<file path="src/rtl/asteroid_field.sv">
// Multi-asteroid playfield: N_AST falling asteroids on a ROWS x COLS grid,
// LFSR-driven spawning, bottom-row retirement with scoring, sticky player collision.

module asteroid_field_slot #(
    parameter int ROWS = 16,
    parameter int RW   = 4,
    parameter int CW   = 4
) (
    input  logic          CLK,
    input  logic          RST,
    input  logic          adv,
    input  logic          spawn,
    input  logic [CW-1:0] spawn_col,
    output logic          active,
    output logic [RW-1:0] row,
    output logic [CW-1:0] col,
    output logic          at_bottom
);
    localparam logic [RW-1:0] LAST = RW'(ROWS - 1);

    assign at_bottom = active & (row == LAST);

    // Spawn wins over retirement so a slot freed this step can be refilled at once.
    always_ff @(posedge CLK or posedge RST) begin
        if (RST) begin
            active <= 1'b0;
            row    <= '0;
            col    <= '0;
        end else if (spawn) begin
            active <= 1'b1;
            row    <= '0;
            col    <= spawn_col;
        end else if (adv && active) begin
            if (at_bottom) begin
                active <= 1'b0;
                row    <= '0;
            end else begin
                row <= row + RW'(1);
            end
        end
    end
endmodule

module asteroid_field #(
    parameter int         ROWS         = 16,
    parameter int         COLS         = 16,
    parameter int         N_AST        = 4,
    parameter logic [9:0] SEED         = 10'h001,
    parameter int         SPAWN_THRESH = 8,
    parameter int         SCORE_W      = 8
) (
    input  logic                           CLK,
    input  logic                           RST,
    input  logic                           RUNen,
    input  logic                           STEP,
    input  logic [$clog2(COLS)-1:0]        PLAYER_COL,
    output logic [ROWS-1:0][COLS-1:0]      GrnPixels,
    output logic                           hit,
    output logic [SCORE_W-1:0]             score
);
    localparam int                 RW   = $clog2(ROWS);
    localparam int                 CW   = $clog2(COLS);
    localparam int                 SUMW = SCORE_W + 5;
    localparam logic [SCORE_W-1:0] SMAX = '1;

    logic [9:0]                   lfsr;
    logic                         accept, spawn_ok;
    logic [N_AST-1:0]             act, bot, free, grant, retire, match;
    logic [N_AST-1:0][RW-1:0]     row;
    logic [N_AST-1:0][CW-1:0]     col;
    logic [4:0]                   rcnt;
    logic [SUMW-1:0]              sum;
    logic [SCORE_W-1:0]           score_next;
    logic [ROWS-1:0][COLS-1:0]    pix_next;
    logic                         collide;

    assign accept   = STEP & RUNen & ~hit;
    assign spawn_ok = ({1'b0, lfsr[9:6]} < 5'(SPAWN_THRESH));
    assign free     = ~act | bot;
    assign retire   = bot & {N_AST{accept}};

    for (genvar i = 0; i < N_AST; i++) begin : g_slot
        asteroid_field_slot #(.ROWS(ROWS), .RW(RW), .CW(CW)) u_slot (
            .CLK       (CLK),
            .RST       (RST),
            .adv       (accept),
            .spawn     (grant[i]),
            .spawn_col (lfsr[CW-1:0]),
            .active    (act[i]),
            .row       (row[i]),
            .col       (col[i]),
            .at_bottom (bot[i])
        );
        assign match[i] = (col[i] == PLAYER_COL);
    end

    assign collide = |(bot & match);

    always_comb begin
        logic taken;
        grant = '0;
        taken = 1'b0;
        for (int i = 0; i < N_AST; i++) begin
            if (accept && spawn_ok && free[i] && !taken) begin
                grant[i] = 1'b1;
                taken    = 1'b1;
            end
        end
    end

    always_comb begin
        rcnt = '0;
        for (int i = 0; i < N_AST; i++)
            rcnt = rcnt + 5'(retire[i]);
        sum        = SUMW'(score) + SUMW'(rcnt);
        score_next = (sum > SUMW'(SMAX)) ? SMAX : sum[SCORE_W-1:0];
    end

    always_comb begin
        pix_next = '0;
        for (int i = 0; i < N_AST; i++)
            if (act[i]) pix_next[row[i]][col[i]] = 1'b1;
    end

    // LFSR free-runs so pausing still changes the next spawn column.
    always_ff @(posedge CLK or posedge RST) begin
        if (RST) begin
            lfsr      <= SEED;
            GrnPixels <= '0;
            hit       <= 1'b0;
            score     <= '0;
        end else begin
            lfsr      <= {lfsr[8:0], lfsr[9] ^ lfsr[6]};
            GrnPixels <= pix_next;
            hit       <= hit | collide;
            if (accept) score <= score_next;
        end
    end
endmodule

</file>
<file path="config.mk">
export PLATFORM = sky130hd
export DESIGN_NAME = asteroid_field
export DESIGN_NICKNAME = d
export VERILOG_FILES = /design/src/rtl/asteroid_field.sv
export SDC_FILE = /design/constraint.sdc
export NUM_CORES = 1
export LEC_CHECK = 0
export CORE_ASPECT_RATIO = 1.1
export CORE_MARGIN = 2
export CORE_UTILIZATION = 25
export DETAILED_ROUTE_END_ITERATION = 8
export GPL_TIMING_DRIVEN = 1
export PLACE_DENSITY = 0.4
export SYNTH_ARGS = -nofsm -noshare
export SYNTH_HDL_FRONTEND = slang
export SYNTH_SLANG_ARGS = --single-unit
export TNS_END_PERCENT = 30
</file>
<file path="constraint.sdc">
create_clock -name CLK -period 13.4 [get_ports CLK]
set_input_delay 2.68 -clock CLK [delete_from_list [all_inputs] [get_ports CLK]]
set_output_delay 2.68 -clock CLK [all_outputs]
set_load 0.02 [all_outputs]
</file>
After elaboration in Yosys (flattened, before gate mapping)
Index checks and enable logic that the tools add are counted.
{"block": "word_totals", "regBits": 311, "output_inout_bits": 265, "word_cells": 168}
{"block": "op_classes", "bitwise": 16, "add_sub_neg": 8, "n_reduce_logical": 36, "n_eq_ne": 8, "n_lt_le_gt_ge": 18, "mux": 51}
{"cell": "$mux W256", "n": 4}
{"cell": "$or A256 B256 Y256", "n": 3}
{"cell": "$demux W16 S4", "n": 4}
{"cell": "$mux W16", "n": 4}
{"cell": "$mux W4", "n": 12}
{"cell": "$lt A4 B5 Y1 const B", "n": 8}
{"cell": "$ge A4 B1 Y1 const B", "n": 8}
{"cell": "$mux W1", "n": 22}
{"cell": "$logic_and A1 B1 Y1", "n": 20}
{"cell": "$add A4 B1 Y4 const B", "n": 4}
{"cell": "$demux W1 S4", "n": 4}
{"cell": "$eq A4 B4 Y1", "n": 4}
{"cell": "$eq A4 B4 Y1 const B", "n": 4}
{"cell": "$reduce_bool A2 Y1", "n": 8}
{"cell": "$add A8 B4 Y9", "n": 1}
{"cell": "$gt A9 B8 Y1 const B", "n": 1}
{"cell": "$and A4 B4 Y4", "n": 2}
{"cell": "$mux W8", "n": 1}
{"cell": "$reduce_and A2 Y1", "n": 4}
{"cell": "$and A1 B1 Y1", "n": 6}
{"cell": "$add A3 B1 Y4", "n": 1}
{"cell": "$lt A4 B4 Y1 const B", "n": 1}
{"cell": "$not A4 Y4", "n": 1}
{"cell": "$or A4 B4 Y4", "n": 1}
{"cell": "other kinds (7)", "n": 9}

Logic depth before layout (Yosys ltp)
{"block": "depth", "ltp_word": 16, "depth_mapped": 13}

Cells and area by module
A second synthesis with hierarchy kept.
{"block": "unflattened", "hier_cells": 1487, "area_unflattened_um2": 15536.2}
{"module": "asteroid_field", "area_each_um2": 13949.6, "n_inst": 1, "cells_each": 1351, "seq_area_each_um2": 6882.9}
{"module": "asteroid_field_slot", "area_each_um2": 396.6, "n_inst": 4, "cells_each": 34, "seq_area_each_um2": 225.2}

Worst setup path after synthesis
OpenSTA, ideal clock, no wires.
{"block": "synth_timing", "kind": "input -> register", "start": "input port RUNen", "end": "register score[6]", "setup_slack_ps": 7977, "stages": 12, "t_arrival_ps": 5299, "setup_ps": 125, "required_time_ps": 13275, "cell_sequence": "and3b_1 > buf_4 > clkbuf_1 > nand3_1 > fa_1 > inv_1 > fa_1 > fa_1 > nand2_1 > nor2_1 > nand3_1 > mux2_2"}
{"block": "synth_between", "elab_chain_len": 9}
{"element": "start: declaration", "line": "54", "text": "input logic RUNen,"}
{"element": "$and A1 B1 Y1 * (2 in series)", "line": "77", "text": "assign accept = STEP & RUNen & ~hit;"}
{"element": "$and A4 B4 Y4", "line": "80", "text": "assign retire = bot & {N_AST{accept}};"}
{"element": "$add A1 B1 Y2", "line": "114", "text": "rcnt = rcnt + 5'(retire[i]);"}
{"element": "$add A2 B1 Y3", "line": "114"}
{"element": "$add A3 B1 Y4", "line": "114"}
{"element": "$add A8 B4 Y9", "line": "115", "text": "sum = SUMW'(score) + SUMW'(rcnt);"}
{"element": "$gt A9 B8 Y1", "line": "116", "text": "score_next = (sum > SUMW'(SMAX)) ? SMAX : sum[SCORE_W-1:0];"}
{"element": "$mux W8", "line": "116"}
{"element": "end signal: assignment", "line": "136", "text": "if (accept) score <= score_next;"}
{"element": "end: declaration", "line": "59", "text": "output logic [SCORE_W-1:0] score"}
Every way passes the cells marked *; elsewhere a longest branch is shown, timed or not.
A chain may end at the register's enable or synchronous reset.

Worst setup path in the final report
{"block": "layout_timing", "start": "input port STEP", "end": "register score[6]"}
{"block": "layout_between", "elab_chain_len": 9}
{"element": "start: declaration", "line": "55", "text": "input logic STEP,"}
{"element": "$and A1 B1 Y1 * (2 in series)", "line": "77"}
{"element": "$and A4 B4 Y4", "line": "80"}
{"element": "$add A1 B1 Y2", "line": "114"}
{"element": "$add A2 B1 Y3", "line": "114"}
{"element": "$add A3 B1 Y4", "line": "114"}
{"element": "$add A8 B4 Y9", "line": "115"}
{"element": "$gt A9 B8 Y1", "line": "116"}
{"element": "$mux W8", "line": "116"}
Marked as above.

==> flow_summary.toml <==
[routing]
first_iter_violations = 1864
vias = 14920
ant_nets = 0
wl_per_cell_um = 32.75
drc = 1
finalWirelength_mm = 80.71
first_pass_iters = 8
viasPerCell = 6.056

[critical_path]
path_max_fanout = 19
end_kind = "register"
path_cells = "clkdlybuf4s50_1 > and3b_1 > nand3_1 > fa_1 > inv_1 > fa_1 > fa_1 > nand2_1 > nor2_1 > nand3_1 > mux2_2"
crit_top_cell = "fa_1"
required_ns = 13.81
path_class = "primary input to register"
start_kind = "primary input"
r2r_setup_slack_ns = 9.47
reg2regPathDepth = 11
cp.arrival_ns = 6.36
worst_path_max_delay_cell = "and3b_1"
r2r-end = "score[6]"
cpPeakStageDelay_ns = 0.72
r2r_start = "g_slot[2].u_slot.row[0]"

[synth]
synthCells = 1450
ys_async_sr_fraction = 1.000
ys_ff_latch = 311
syn_area_um2 = 15390
ys_seq_area_frac = 0.5057
ys_types = 57
ys.flop_type = "dfrtp_1"
ys_warn_count = 0
synth_nets = 1478
synth.avg_cell_area_um2 = 10.62
synth_edf_count = 0

[timing]
tightest_slew_ns = 1.335
finalSetupViolCount = 0
finalSetupTns_ns = 0
maxSlewViolCount = 0
final-hold-violation-count = 0
period_minus_slack_ns = 5.951
rsz0062_at_grt = "no"
period_share = 0.4441
max-slew-margin-rel = 0.1060
max_freq_ghz = 0.1680
finalClockSkew_ns = 0.02475

[min_path]
min_to = "lfsr[9]"
hold_start = "lfsr[8]"
hold_path.class = "register to register"
hold-path-cell-count = 0

[pwr]
p_total_w = 0.002776
ir_worst_vdd_mv = 0.07392
powerDensity_nw_per_um2 = 139.9
static-leakage-power_nw = 7.764

[global_route]
grt_max_degree = 95
antenna_found_initial = 5
grt_overflow = 0
grt_first_pass_wirelength_mm = 113.9
grt_pass1_vias = 14670
grtUsageTotal = 0.2498

[clock_tree]
cts_sinks = 311
cts.path.max_buffers = 3
htree_levels = 2
clock_latency_ns = 0.56
cts_tree = "yes"
cts_buffers = 34
root_buffer = "clkbuf_16"
cts_resized = 0
cts_setup_buffers = 0
cts.clk_slew.worst_paths_ns = 0.06
holdBufCountCts = 0

[placed_design]
dp_hpwl_mm = 60.32
post_dp_cell_area_um2 = 18680
portBuffers = 272
dp_cells = 2403
gp_congestion = 0.9191

[cells_and_area]
instances_no_fill = 2464
final_nets = 1643
regArea_um2 = 7784
final_cell_area_um2 = 19840
fillCellCount = 6184
post-route-util = 0.3254
layout-drive-gt1-share = 0.06711
multi_input_area_um2 = 6899
syn_to_final_growth_pct = 28.90

[floorplan]
pin_count = 273
rows = 95
die_area_um2 = 63570
die_h_um = 264.2
initial_core_util = 0.2524
core_um2 = 60980
fp.dieW_um = 240.6

[run]
maxCapViolCount = 0

[outcome]
outcome = "finished, violations left"
violations = "design-rule violations"
area by class of cell:
cell class	count	share of cell area
tap	824	0.05196
clock buffer	49	0.05026
clock inverter	11	0.008072
sequential	311	0.3923
multi-input combinational	955	0.3477
inverter	19	0.003973
antenna	1	0.0001261
timing repair buffer	294	0.1456
registers in the layout, indices dropped and copies added (netlist names):
signal                count
GrnPixels               256
g_slot.u_slot.col        16
g_slot.u_slot.row        16
lfsr                     10
score                     8
g_slot.u_slot.active      4
hit                       1
report_power, final:
part | switching [W] | internal (W)
Combinational | 0.000554 | 0.000178
Sequential | 0.0000933 | 0.000986
Clock | 0.000386 | 0.000579
Total | 0.00103 | 0.00174
critical path: cells and delay by family:
family,cells,cell delay (ns)
fa+ha+maj,3,1.43
simple gates,5,1.30
buf+inv,2,0.60
mux,1,0.33
layer usage:
| metal | vias to the layer above | wire (µm) | global-route usage |
|---|---|---|---|
| li1 | 6074 | - | - |
| met1 | 7588 | 31680 | 0.3212 |
| met2 | 1054 | 38480 | 0.4106 |
| met3 | 205 | 6664 | 0.04263 |
| met4 | 0 | 3887 | 0.1089 |
| met5 | - | 0 | 0 |
per-stage QoR:
stage	hold WS, ns	setup slack (ns)
2_1_floorplan	0.3312	2.121
3_3_place_gp	0.3363	7.036
3_5_place_dp	0.3358	6.923
4_1_cts	0.3370	7.469
5_1_grt	0.3553	7.247
6_report	0.3350	7.449
cell usage in the layout, fill, tap and decap left out, types with 4 or more instances in the layout:
| cell | instances |
|---|---|
| a211oi_1 | 4 |
| a21oi_1 | 16 |
| a221o_1 | 94 |
| a22oi_1 | 131 |
| a2bb2oi_1 | 9 |
| a32oi_1 | 12 |
| and2_1 | 33 |
| and3_1 | 16 |
| and3b_1 | 6 |
| buf_4 | 22 |
| clkbuf_1 | 6 |
| clkbuf_16 | 34 |
| clkbuf_8 | 9 |
| clkdlybuf4s50_1 | 272 |
| dfrtp_1 | 310 |
| ha_1 | 17 |
| inv_1 | 18 |
| mux2_2 | 17 |
| nand2_1 | 98 |
| nand2b_1 | 11 |
| nand3_1 | 47 |
| nand3b_1 | 7 |
| nand4_1 | 7 |
| nor2_1 | 63 |
| nor2b_1 | 16 |
| nor3_1 | 6 |
| nor3_2 | 4 |
| nor4_1 | 4 |
| o21ai_0 | 9 |
| o221ai_1 | 158 |
| o22a_1 | 7 |
| o22ai_1 | 94 |
| or3_1 | 8 |
| xnor2_1 | 4 |
| xor2_1 | 18 |
how the worst max path moves through the flow:
stage / start / to / slack [ns] / cells past startpoint
global route: STEP / score[6] / 7.25 / 11
floorplan: RST / GrnPixels[0] / 2.12 / 1
detailed placement: STEP / score[6] / 6.92 / 11
CTS: STEP / score[6] / 7.47 / 11
finish: STEP / score[6] / 7.45 / 11
global placement: RUNen / score[6] / 7.04 / 11
logic make-up (layout without fill, tap and decap cells):
kind of cell	after synthesis	after routing	synth area share
flops	311	311	0.5057
xor+xnor	22	22	0.01252
fa+ha+maj	20	20	0.01772
compound gates	550	550	0.2893
mux	18	18	0.01309
other cells	0	1	0
simple gates	345	345	0.1145
buf+inv	184	373	0.04723
cell usage after synthesis, drive strengths merged, types with 3 or more instances:
library cell | n | area (µm²)
a211oi | 4 | 30.03
a21oi | 17 | 88.84
a221o | 94 | 940.9
a22oi | 131 | 983.4
a2bb2oi | 9 | 78.83
a32oi | 12 | 105.1
and2 | 35 | 219.0
and3 | 16 | 100.1
and3b | 6 | 52.55
buf | 35 | 167.7
clkbuf | 130 | 488.0
dfrtp | 310 | 7757
fa | 3 | 60.06
ha | 17 | 212.7
inv | 19 | 71.32
mux2 | 17 | 191.4
nand2 | 98 | 367.9
nand2b | 11 | 68.82
nand3 | 47 | 235.2
nand3b | 7 | 52.55
nand4 | 8 | 65.06
nand4b | 3 | 26.28
nor2 | 64 | 240.2
nor2b | 16 | 100.1
nor3 | 10 | 60.06
nor3b | 5 | 42.54
nor4 | 4 | 25.02
o211ai | 3 | 22.52
o21ai | 9 | 45.04
o221ai | 158 | 1384
o22a | 7 | 61.31
o22ai | 94 | 588.1
o2bb2a | 3 | 30.03
or3 | 8 | 50.05
or3b | 4 | 35.04
xnor2 | 4 | 35.03
xor2 | 18 | 157.7
(Power assumes the default switching activity.)
